File: config.mk
export PLATFORM = sky130hd
export DESIGN_NAME = force_pair_scheduler
export DESIGN_NICKNAME = d
export VERILOG_FILES = /design/src/rtl/force_pkg.sv /design/src/rtl/force_pair_scheduler_rr_arbiter.sv /design/src/rtl/force_pair_scheduler.sv
export SDC_FILE = /design/constraint.sdc
export NUM_CORES = 1
export LEC_CHECK = 0
export ABC_AREA = 1
export CORE_AREA = 3 3 450 452
export CTS_BUF_LIST = sky130_fd_sc_hd__clkbuf_8
export CTS_CLUSTER_DIAMETER = 80
export DETAILED_ROUTE_END_ITERATION = 8
export DIE_AREA = 0 0 453 455
export MAX_ROUTING_LAYER = met4
export PLACE_DENSITY = 0.3
export SYNTH_ARGS = -nofsm -noshare
export SYNTH_HDL_FRONTEND = slang
export SYNTH_SLANG_ARGS = --single-unit
File: constraint.sdc
create_clock -name clk -period 9.1 [get_ports clk]
set_input_delay 1.82 -clock clk [delete_from_list [all_inputs] [get_ports clk]]
set_output_delay 1.82 -clock clk [all_outputs]
set_load 0.02 [all_outputs]
File: src/rtl/force_pkg.sv
// rtl/force_pkg.sv - pair word layout, null word and scheduler state type
package force_pkg;

  localparam int POS_W    = 96;
  localparam int ID_W     = 17;
  localparam int REF_POS  = 0;
  localparam int REF_ID   = REF_POS + POS_W;
  localparam int NBR_POS  = REF_ID + ID_W;
  localparam int NBR_ID   = NBR_POS + POS_W;
  localparam int NULL_BIT = NBR_ID + ID_W;
  localparam int PAIR_W   = NULL_BIT + 1;

  // Idle pipeline slot: only the null flag set
  localparam logic [PAIR_W-1:0] NULL_WORD = {1'b1, {(PAIR_W-1){1'b0}}};

  typedef enum logic [1:0] {IDLE, RUN, DRAIN, DONE} sched_state_t;

endpackage

File: src/rtl/force_pair_scheduler_rr_arbiter.sv
// rtl/force_pair_scheduler_rr_arbiter.sv - combinational round-robin pick starting after ptr
module rr_arbiter #(
  parameter int N  = 4,
  parameter int IW = 2
) (
  input  logic [N-1:0]  eligible,
  input  logic [IW-1:0] ptr,
  output logic [N-1:0]  grant,
  output logic [IW-1:0] gnt_idx
);

  int best;

  // Distance of requester i from the slot just after the last winner
  function automatic int rr_dist(input int i, input int p);
    return (i + N - 1 - p) % N;
  endfunction

  // Keep the eligible requester closest (in rotation order) to ptr+1
  always_comb begin
    grant   = '0;
    gnt_idx = ptr;
    best    = N;
    for (int i = 0; i < N; i++) begin
      if (eligible[i] && (rr_dist(i, int'(ptr)) < best)) begin
        best     = rr_dist(i, int'(ptr));
        grant    = '0;
        grant[i] = 1'b1;
        gnt_idx  = IW'(i);
      end
    end
  end

endmodule

File: src/rtl/force_pair_scheduler.sv
// rtl/force_pair_scheduler.sv - shares the LJ force pipeline among N_REQ pair filters; FORCE_SCHED_PAIRCNT_EN adds pair_count
module force_pair_scheduler
  import force_pkg::*;
#(
  parameter int N_REQ    = 4,
  parameter int PIPE_LAT = 1,
  parameter int PAIR_W   = force_pkg::PAIR_W
) (
  input  logic                      clk,
  input  logic                      reset,
  input  logic                      start,
  input  logic [N_REQ-1:0]          req_valid,
  input  logic [N_REQ-1:0]          req_last,
  input  logic [N_REQ*PAIR_W-1:0]   req_pair,
  output logic [N_REQ-1:0]          req_ready,
  output logic [PAIR_W-1:0]         pipe_in,
  output logic                      pipe_in_valid,
  output logic                      pipe_out_valid,
  output logic                      busy,
`ifdef FORCE_SCHED_PAIRCNT_EN
  output logic [31:0]               pair_count,
`endif
  output logic                      cell_done
);

  localparam int IW = (N_REQ > 1) ? $clog2(N_REQ) : 1;

  sched_state_t          state_q, state_d;
  logic [N_REQ-1:0]      fin_q, fin_d;
  logic [PIPE_LAT-1:0]   vsr_q;
  logic [IW-1:0]         ptr_q;
  logic [N_REQ-1:0]      eligible;
  logic [N_REQ-1:0]      grant;
  logic [IW-1:0]         gnt_idx;
  logic [PAIR_W-1:0]     pair_sel;
  logic                  any_grant;

  // Only RUN may hand out grants; finished requesters drop out
  assign eligible  = (state_q == RUN) ? (req_valid & ~fin_q) : '0;
  assign any_grant = |grant;
  assign req_ready = grant;

  rr_arbiter #(.N(N_REQ), .IW(IW)) u_arb (
    .eligible (eligible),
    .ptr      (ptr_q),
    .grant    (grant),
    .gnt_idx  (gnt_idx)
  );

  // Select the granted requester's pair word
  always_comb begin
    pair_sel = '0;
    for (int i = 0; i < N_REQ; i++) begin
      if (grant[i]) pair_sel = req_pair[i*PAIR_W +: PAIR_W];
    end
  end

  // Next state of the cell sequence
  always_comb begin
    state_d = state_q;
    case (state_q)
      IDLE:    if (start) state_d = RUN;
      RUN:     if (&fin_q) state_d = DRAIN;
      DRAIN:   if (vsr_q == '0) state_d = DONE;
      DONE:    state_d = IDLE;
      default: state_d = IDLE;
    endcase
  end

  // Finish flags: set on last transfer or on an empty list, cleared at cell start
  always_comb begin
    fin_d = fin_q;
    if (state_q == IDLE && start) begin
      fin_d = '0;
    end else if (state_q == RUN) begin
      fin_d = fin_q | (grant & req_last) | (req_last & ~req_valid & ~fin_q);
    end
  end

  // State, tracking and registered pipeline input
  always_ff @(posedge clk or posedge reset) begin
    if (reset) begin
      state_q       <= IDLE;
      fin_q         <= '0;
      vsr_q         <= '0;
      ptr_q         <= IW'(N_REQ - 1);
      pipe_in       <= NULL_WORD;
      pipe_in_valid <= 1'b0;
    end else begin
      state_q <= state_d;
      fin_q   <= fin_d;
      vsr_q   <= (vsr_q << 1) | PIPE_LAT'(pipe_in_valid);
      if (any_grant) begin
        pipe_in       <= pair_sel & ~NULL_WORD;
        pipe_in_valid <= 1'b1;
        ptr_q         <= gnt_idx;
      end else begin
        pipe_in       <= NULL_WORD;
        pipe_in_valid <= 1'b0;
      end
    end
  end

  assign pipe_out_valid = vsr_q[PIPE_LAT-1];
  assign busy           = (state_q != IDLE);
  assign cell_done      = (state_q == DONE);

`ifdef FORCE_SCHED_PAIRCNT_EN
  // Grants in the current cell, saturating; held after the cell ends
  always_ff @(posedge clk or posedge reset) begin
    if (reset) begin
      pair_count <= '0;
    end else if (state_q == IDLE && start) begin
      pair_count <= '0;
    end else if (any_grant && (pair_count != 32'hFFFF_FFFF)) begin
      pair_count <= pair_count + 32'd1;
    end
  end
`endif

endmodule
Word-level counts from Yosys, hierarchy flattened
Cells that the tools add are included.

Word-level logic and storage cells: 73. Input port bits: 919. Register bits after elaboration: 237. Bits in writable memories: 0. Bits in latches: 0. Memory bits (read-only): 0. Memories: 0.

Equal/unequal tests: 6. Multipliers: 0. Div/mod/pow operators: 0. $add $sub $neg: 4. Bitwise operators: 12. Magnitude comparators: 4. Reductions and logical operators: 17. Shift-type cells: 0. Muxes and demuxes: 24.

Operators by type and width (count): $mux 226 (4); $mux 227 (1); $lt 3x32->1 (3); $mux 32 (3); $and 4x4->4 (4); $mux 2 (8); $mux 4 (4); $sub 3x2->4 const A (3); $not 4->4 (2); $or 4x4->4 (2); $pmux 2 s4 (1); $reduce_or 2->1 (4); $logic_and 1x1->1 (5); $and 1x1->1 (4); $eq 2x2->1 const B (2); $lt 3x4->1 const B (1); $ne 2x2->1 const B (2); $reduce_and 4->1 (1); $reduce_bool 2->1 (2); $reduce_bool 4->1 (1); $reduce_or 4->1 (1); $mux 3 (1); $reduce_and 3->1 (1); $sub 2x2->3 const A (1); other kinds (5) (6).

Longest topological paths before layout
Depth in word-level cells: 20. Mapped depth: 33. Gate-level depth less buffers: 28.

By module
A second synthesis with hierarchy kept.

Cells, all modules: 2551. Area, all modules: 16223.1 um2.

By module, submodules not included: force_pair_scheduler (area each 15970.3 um2, times used 1, cells an instance 2503); rr_arbiter (area each 252.7 um2, times used 1, cells an instance 48).

Least setup slack after synthesis
OpenSTA, ideal clock, no wires.

Kind: input to output. From: input req_valid[0]. To: output req_ready[0]. Data required time: 7280 ps. Cell stages on the path: 27. Data arrival time: 5467 ps. Path slack: 1813 ps. Path through: nand3_1 inv_1 nand2_1 ha_1 nand2_1 nand2_1 nand2_1 nand2_1 clkbuf_1 o21ai_0 ha_1 inv_1 a21oi_1 nand2_1 nand3_2 clkbuf_1 clkbuf_1 o21ai_0 ha_1 nand2_1 inv_1 nand2_1 nand3_2 nand2_1 buf_2 buf_2 inv_1.

Cells in the longest elaborated chain, start to end: 13. Elaborated cells on any way between the ends: 16.

RTL lines: from (decl) (RTL line force_pair_scheduler.sv:12) `input logic [N_REQ-1:0] req_valid,`; $and 4x4->4 (*) (RTL line force_pair_scheduler.sv:39) `assign eligible = (state_q == RUN) ? (req_valid & ~fin_q) : '0;`; $mux 4 (*) (RTL line force_pair_scheduler.sv:39); $logic_and 1x1->1 (*) (RTL line force_pair_scheduler_rr_arbiter.sv:25) `if (eligible[i] && (rr_dist(i, int'(ptr)) < best)) begin`; $mux 32 (RTL line force_pair_scheduler_rr_arbiter.sv:25); $lt 3x32->1 (RTL line force_pair_scheduler_rr_arbiter.sv:25); $logic_and 1x1->1 (RTL line force_pair_scheduler_rr_arbiter.sv:25); $mux 32 (RTL line force_pair_scheduler_rr_arbiter.sv:25); $lt 3x32->1 (RTL line force_pair_scheduler_rr_arbiter.sv:25); $logic_and 1x1->1 (RTL line force_pair_scheduler_rr_arbiter.sv:25); $mux 32 (RTL line force_pair_scheduler_rr_arbiter.sv:25); $lt 3x32->1 (RTL line force_pair_scheduler_rr_arbiter.sv:25); $logic_and 1x1->1 (RTL line force_pair_scheduler_rr_arbiter.sv:25); $mux 4 (*) (RTL line force_pair_scheduler_rr_arbiter.sv:25); to (decl) (RTL line force_pair_scheduler.sv:15) `output logic [N_REQ-1:0] req_ready,`.

Mark *: on every way between the ends. The rest lies on a longest branch, timed or not.

Worst setup path after layout
From: input req_valid[0]. To: output req_ready[3].

Cells in the longest elaborated chain, start to end: 13.

RTL lines (RTL line): $and 4x4->4 (*) (force_pair_scheduler.sv:39); $mux 4 (*) (force_pair_scheduler.sv:39); $logic_and 1x1->1 (*) (force_pair_scheduler_rr_arbiter.sv:25); $mux 32 (*) (force_pair_scheduler_rr_arbiter.sv:25); $lt 3x32->1 (force_pair_scheduler_rr_arbiter.sv:25); $logic_and 1x1->1 (force_pair_scheduler_rr_arbiter.sv:25); $mux 32 (*) (force_pair_scheduler_rr_arbiter.sv:25); $lt 3x32->1 (force_pair_scheduler_rr_arbiter.sv:25); $logic_and 1x1->1 (force_pair_scheduler_rr_arbiter.sv:25); $mux 32 (*) (force_pair_scheduler_rr_arbiter.sv:25); $lt 3x32->1 (*) (force_pair_scheduler_rr_arbiter.sv:25); $logic_and 1x1->1 (*) (force_pair_scheduler_rr_arbiter.sv:25); $mux 4 (*) (force_pair_scheduler_rr_arbiter.sv:25).

Marks and branches as above.

==> flow_metrics.env <==
export IMPL_status="finished clean"
export IMPL_antenna_found_initial=55
export IMPL_ys_ff_latch=237
export IMPL_path_buf_inv=7
export IMPL_crit_cells=25
export IMPL_clockPowerShare=0.177
export IMPL_ios=1154
export IMPL_swShare=0.526
export IMPL_initial_core_util=0.0939
export IMPL_min_path_type="reg -> reg"
export IMPL_cts_buffer_depth=3
export IMPL_p_int_mw=4.17
export IMPL_max_cap_viol_count=0
export IMPL_clkLatencyLatePin_ps=760
export IMPL_synth_cell_types=24
export IMPL_cp_required_ps=7280
export IMPL_cts_buffers=68
export IMPL_ctsHtreeMaxLevel=3
export IMPL_ir_worst_vdd_uv=214
export IMPL_dp_hpwl_um=127000
export IMPL_avgSynthCellArea_um2=6.08
export IMPL_syn_to_final_growth_pct=83.6
export IMPL_drv_slew=0
export IMPL_ant_nets=0
export IMPL_finClkSkew_ps=40.8
export IMPL_static_leakage_power_nw=16.0
export IMPL_grt_total_usage=0.160
export IMPL_mappedNetlistArea_um2=18700
export IMPL_crit_arrival_ps=5900
export IMPL_p_switching_mw=4.63
export IMPL_routed_via_density=3.63
export IMPL_critPathTopFamily="buffers and inverters"
export IMPL_placed_area_um2=33000
export IMPL_holdPathStages=0
export IMPL_drc_errors=0
export IMPL_slowest_stage="clkdlybuf4s50_1"
export IMPL_fin_crit_ps=7720
export IMPL_fin_hold_ws_ps=387
export IMPL_gr_total_overflow=0
export IMPL_first_iter_violations=1686
export IMPL_dr_wl_met2_um=87000
export IMPL_place_congestion=0.922
export IMPL_clkTransAtPathRegs_ps=50
export IMPL_core_area_um2=199000
export IMPL_pwr_share_seq=0.178
export IMPL_cp_slowest_stage_delay_ps=600
export IMPL_stdcell_area_um2=34400
export IMPL_cts_root_buf="clkbuf_8"
export IMPL_dr_pass1_iters=5
export IMPL_fin_crit_sh=0.849
export IMPL_cp_start_kind="primary input"
export IMPL_wl_per_cell_um=24.6
export IMPL_portBuffers=1149
export IMPL_rsz0062_at_grt="false"
export IMPL_grt_max_degree=144
export IMPL_clock_sinks=237
export IMPL_via_count=24780
export IMPL_power_density_nw_per_um2=256
export IMPL_cp_end_kind="output port"
export IMPL_worst_slew_pin_slew_ps=961
export IMPL_maxUsedRoutingLayer="met4"
export IMPL_crit_fanout=17
export IMPL_max_freq_mhz=129
export IMPL_mostFrequentLayoutCell="clkdlybuf4s50_1"
export IMPL_cts_tree="done"
export IMPL_slew_headroom=0.359
export IMPL_path_class="in -> out"
export IMPL_postCtsSetupRepairBufs=0
export IMPL_finalWirelength_um=168000
export IMPL_syn_nets=4005
export IMPL_finalSetupViolations=0
export IMPL_fin_tns_setup_ps=0
export IMPL_fp_row_count=164
export IMPL_fp_dieH_um=455
export IMPL_wl_met1_um=66100
export IMPL_grt_pass1_wl_um=221000
export IMPL_crit_top_cell="nand2_1"
export IMPL_drive_above_1_share=0.0367
export IMPL_cts_resized_gates=0
export IMPL_final_nets=5020
export IMPL_synthCells=3078
export IMPL_yosys_warnings=0
export IMPL_hold_viol_final=0
export IMPL_layout_common_cells="clkdlybuf4s50_1 (1149), inv_1 (892), nor2_1 (686), nand3_1 (519), dfrtp_1 (234)"
export IMPL_ctsHoldBuffers=0
export IMPL_dieArea_um2=206000
export IMPL_die_x_um=453
export IMPL_ff2ff_path_depth=26
export IMPL_power_frac_comb=0.645
export IMPL_p_total_mw=8.80
export IMPL_yosysSeqAreaShare=0.317
export IMPL_grt_pass1_vias=24912
export IMPL_nFillCells=23048
export IMPL_met3_length_um=11400
## sequential cells by signal, indices dropped and copies added (netlist names)
| name | cells |
|---|---|
| pipe_in | 227 |
| fin_q | 4 |
| ptr_q | 2 |
| state_q | 2 |
| pipe_in_valid | 1 |
| pipe_out_valid | 1 |
## worst reg2reg max path, stage by stage (launching register included)
cell	delay, ps
dfrtp_1	400
inv_1	130
ha_1	240
nand3_1	150
inv_1	140
nand2_1	80
ha_1	290
nand2_1	60
nand2_1	40
nand2_1	110
nand2_4	70
o21ai_0	220
ha_1	270
inv_1	60
a21oi_1	40
nand2_1	110
nand3_4	130
nand2_1	80
o21ai_0	80
ha_1	230
nand2_4	100
buf_12	330
buf_4	930
buf_4	680
nand4_1	250
nand3_1	280
nor2_1	90
## metal layers
layer | GRT usage | vias to the layer above
li1 | - | 11593
met4 | 0.0377 | 0
met5 | - | -
met1 | 0.180 | 12042
met2 | 0.282 | 957
met3 | 0.0424 | 188
## kinds of logic after synthesis
logic type	Yosys count	synth area share
AND/OR/NAND/NOR	1533	0.374
adder cells (fa/ha/maj)	8	0.00535
AO/OA/AOI/OAI	178	0.0701
buffers and inverters	1121	0.233
flip-flops	237	0.317
XOR/XNOR	1	0.000468
## path summary, 6_finish.rpt
check	slack, ps	end	from
max in group asynchronous	6130	pipe_in[118]	reset
setup reg to reg	3370	pipe_in[106]	state_q[1]
hold reg to reg	390	pipe_out_valid	pipe_in_valid
min in group asynchronous	1570	pipe_in[121]	reset
setup / recovery	1380	req_ready[3]	req_valid[0]
hold / removal	390	pipe_out_valid	pipe_in_valid
## power by group through the flow
stage | combinational (mW) | clock [mW] | sequential, mW
floorplan | 2.53 | 0 | 1.98
global placement | 5.88 | 0 | 1.59
detailed placement | 5.85 | 0 | 1.59
CTS | 5.87 | 1.66 | 1.57
global route | 6.18 | 1.70 | 1.60
finish | 5.67 | 1.56 | 1.57
## cells in the mapped netlist, drive strengths merged
| cell | n | area [um2] |
|---|---|---|
| inv | 871 | 3270 |
| nor2 | 689 | 2590 |
| nand3 | 521 | 2620 |
| dfrtp | 234 | 5860 |
| nand4 | 226 | 1410 |
| o211ai | 166 | 1250 |
| buf | 142 | 693 |
| clkbuf | 107 | 402 |
| nand2 | 95 | 357 |
| ha | 8 | 100 |
| o21ai | 6 | 30.0 |
| a21oi | 4 | 20.0 |
| dfstp | 3 | 78.8 |
| a21o | 1 | 7.51 |
| clkinv | 1 | 3.75 |
| nor3 | 1 | 5.00 |
| nor4 | 1 | 6.26 |
| o221ai | 1 | 8.76 |
| xnor2 | 1 | 8.76 |
## per-stage QoR
| stage | util | setup WS [ps] | cells |
|---|---|---|---|
| floorplan | - | 782 | 3078 |
| global placement | 0.165 | 1180 | 6679 |
| detailed placement | 0.165 | 1290 | 6679 |
| CTS | 0.172 | 1280 | 6794 |
| global route | 0.172 | 1020 | 6819 |
| finish | 0.172 | 1380 | 6828 |
## area by class of cell
class,count,area (um2),share of cell area
flip-flops and latches,237,5930,0.173
diodes,34,85.1,0.00248
repair buffers,1194,11900,0.348
clock buffers,83,1140,0.0333
well taps,2656,3320,0.0967
clock inverters,32,166,0.00484
multi-input cells,1720,8470,0.247
inverters,872,3290,0.0958
Note: power is estimated with default switching activity, not from simulation.
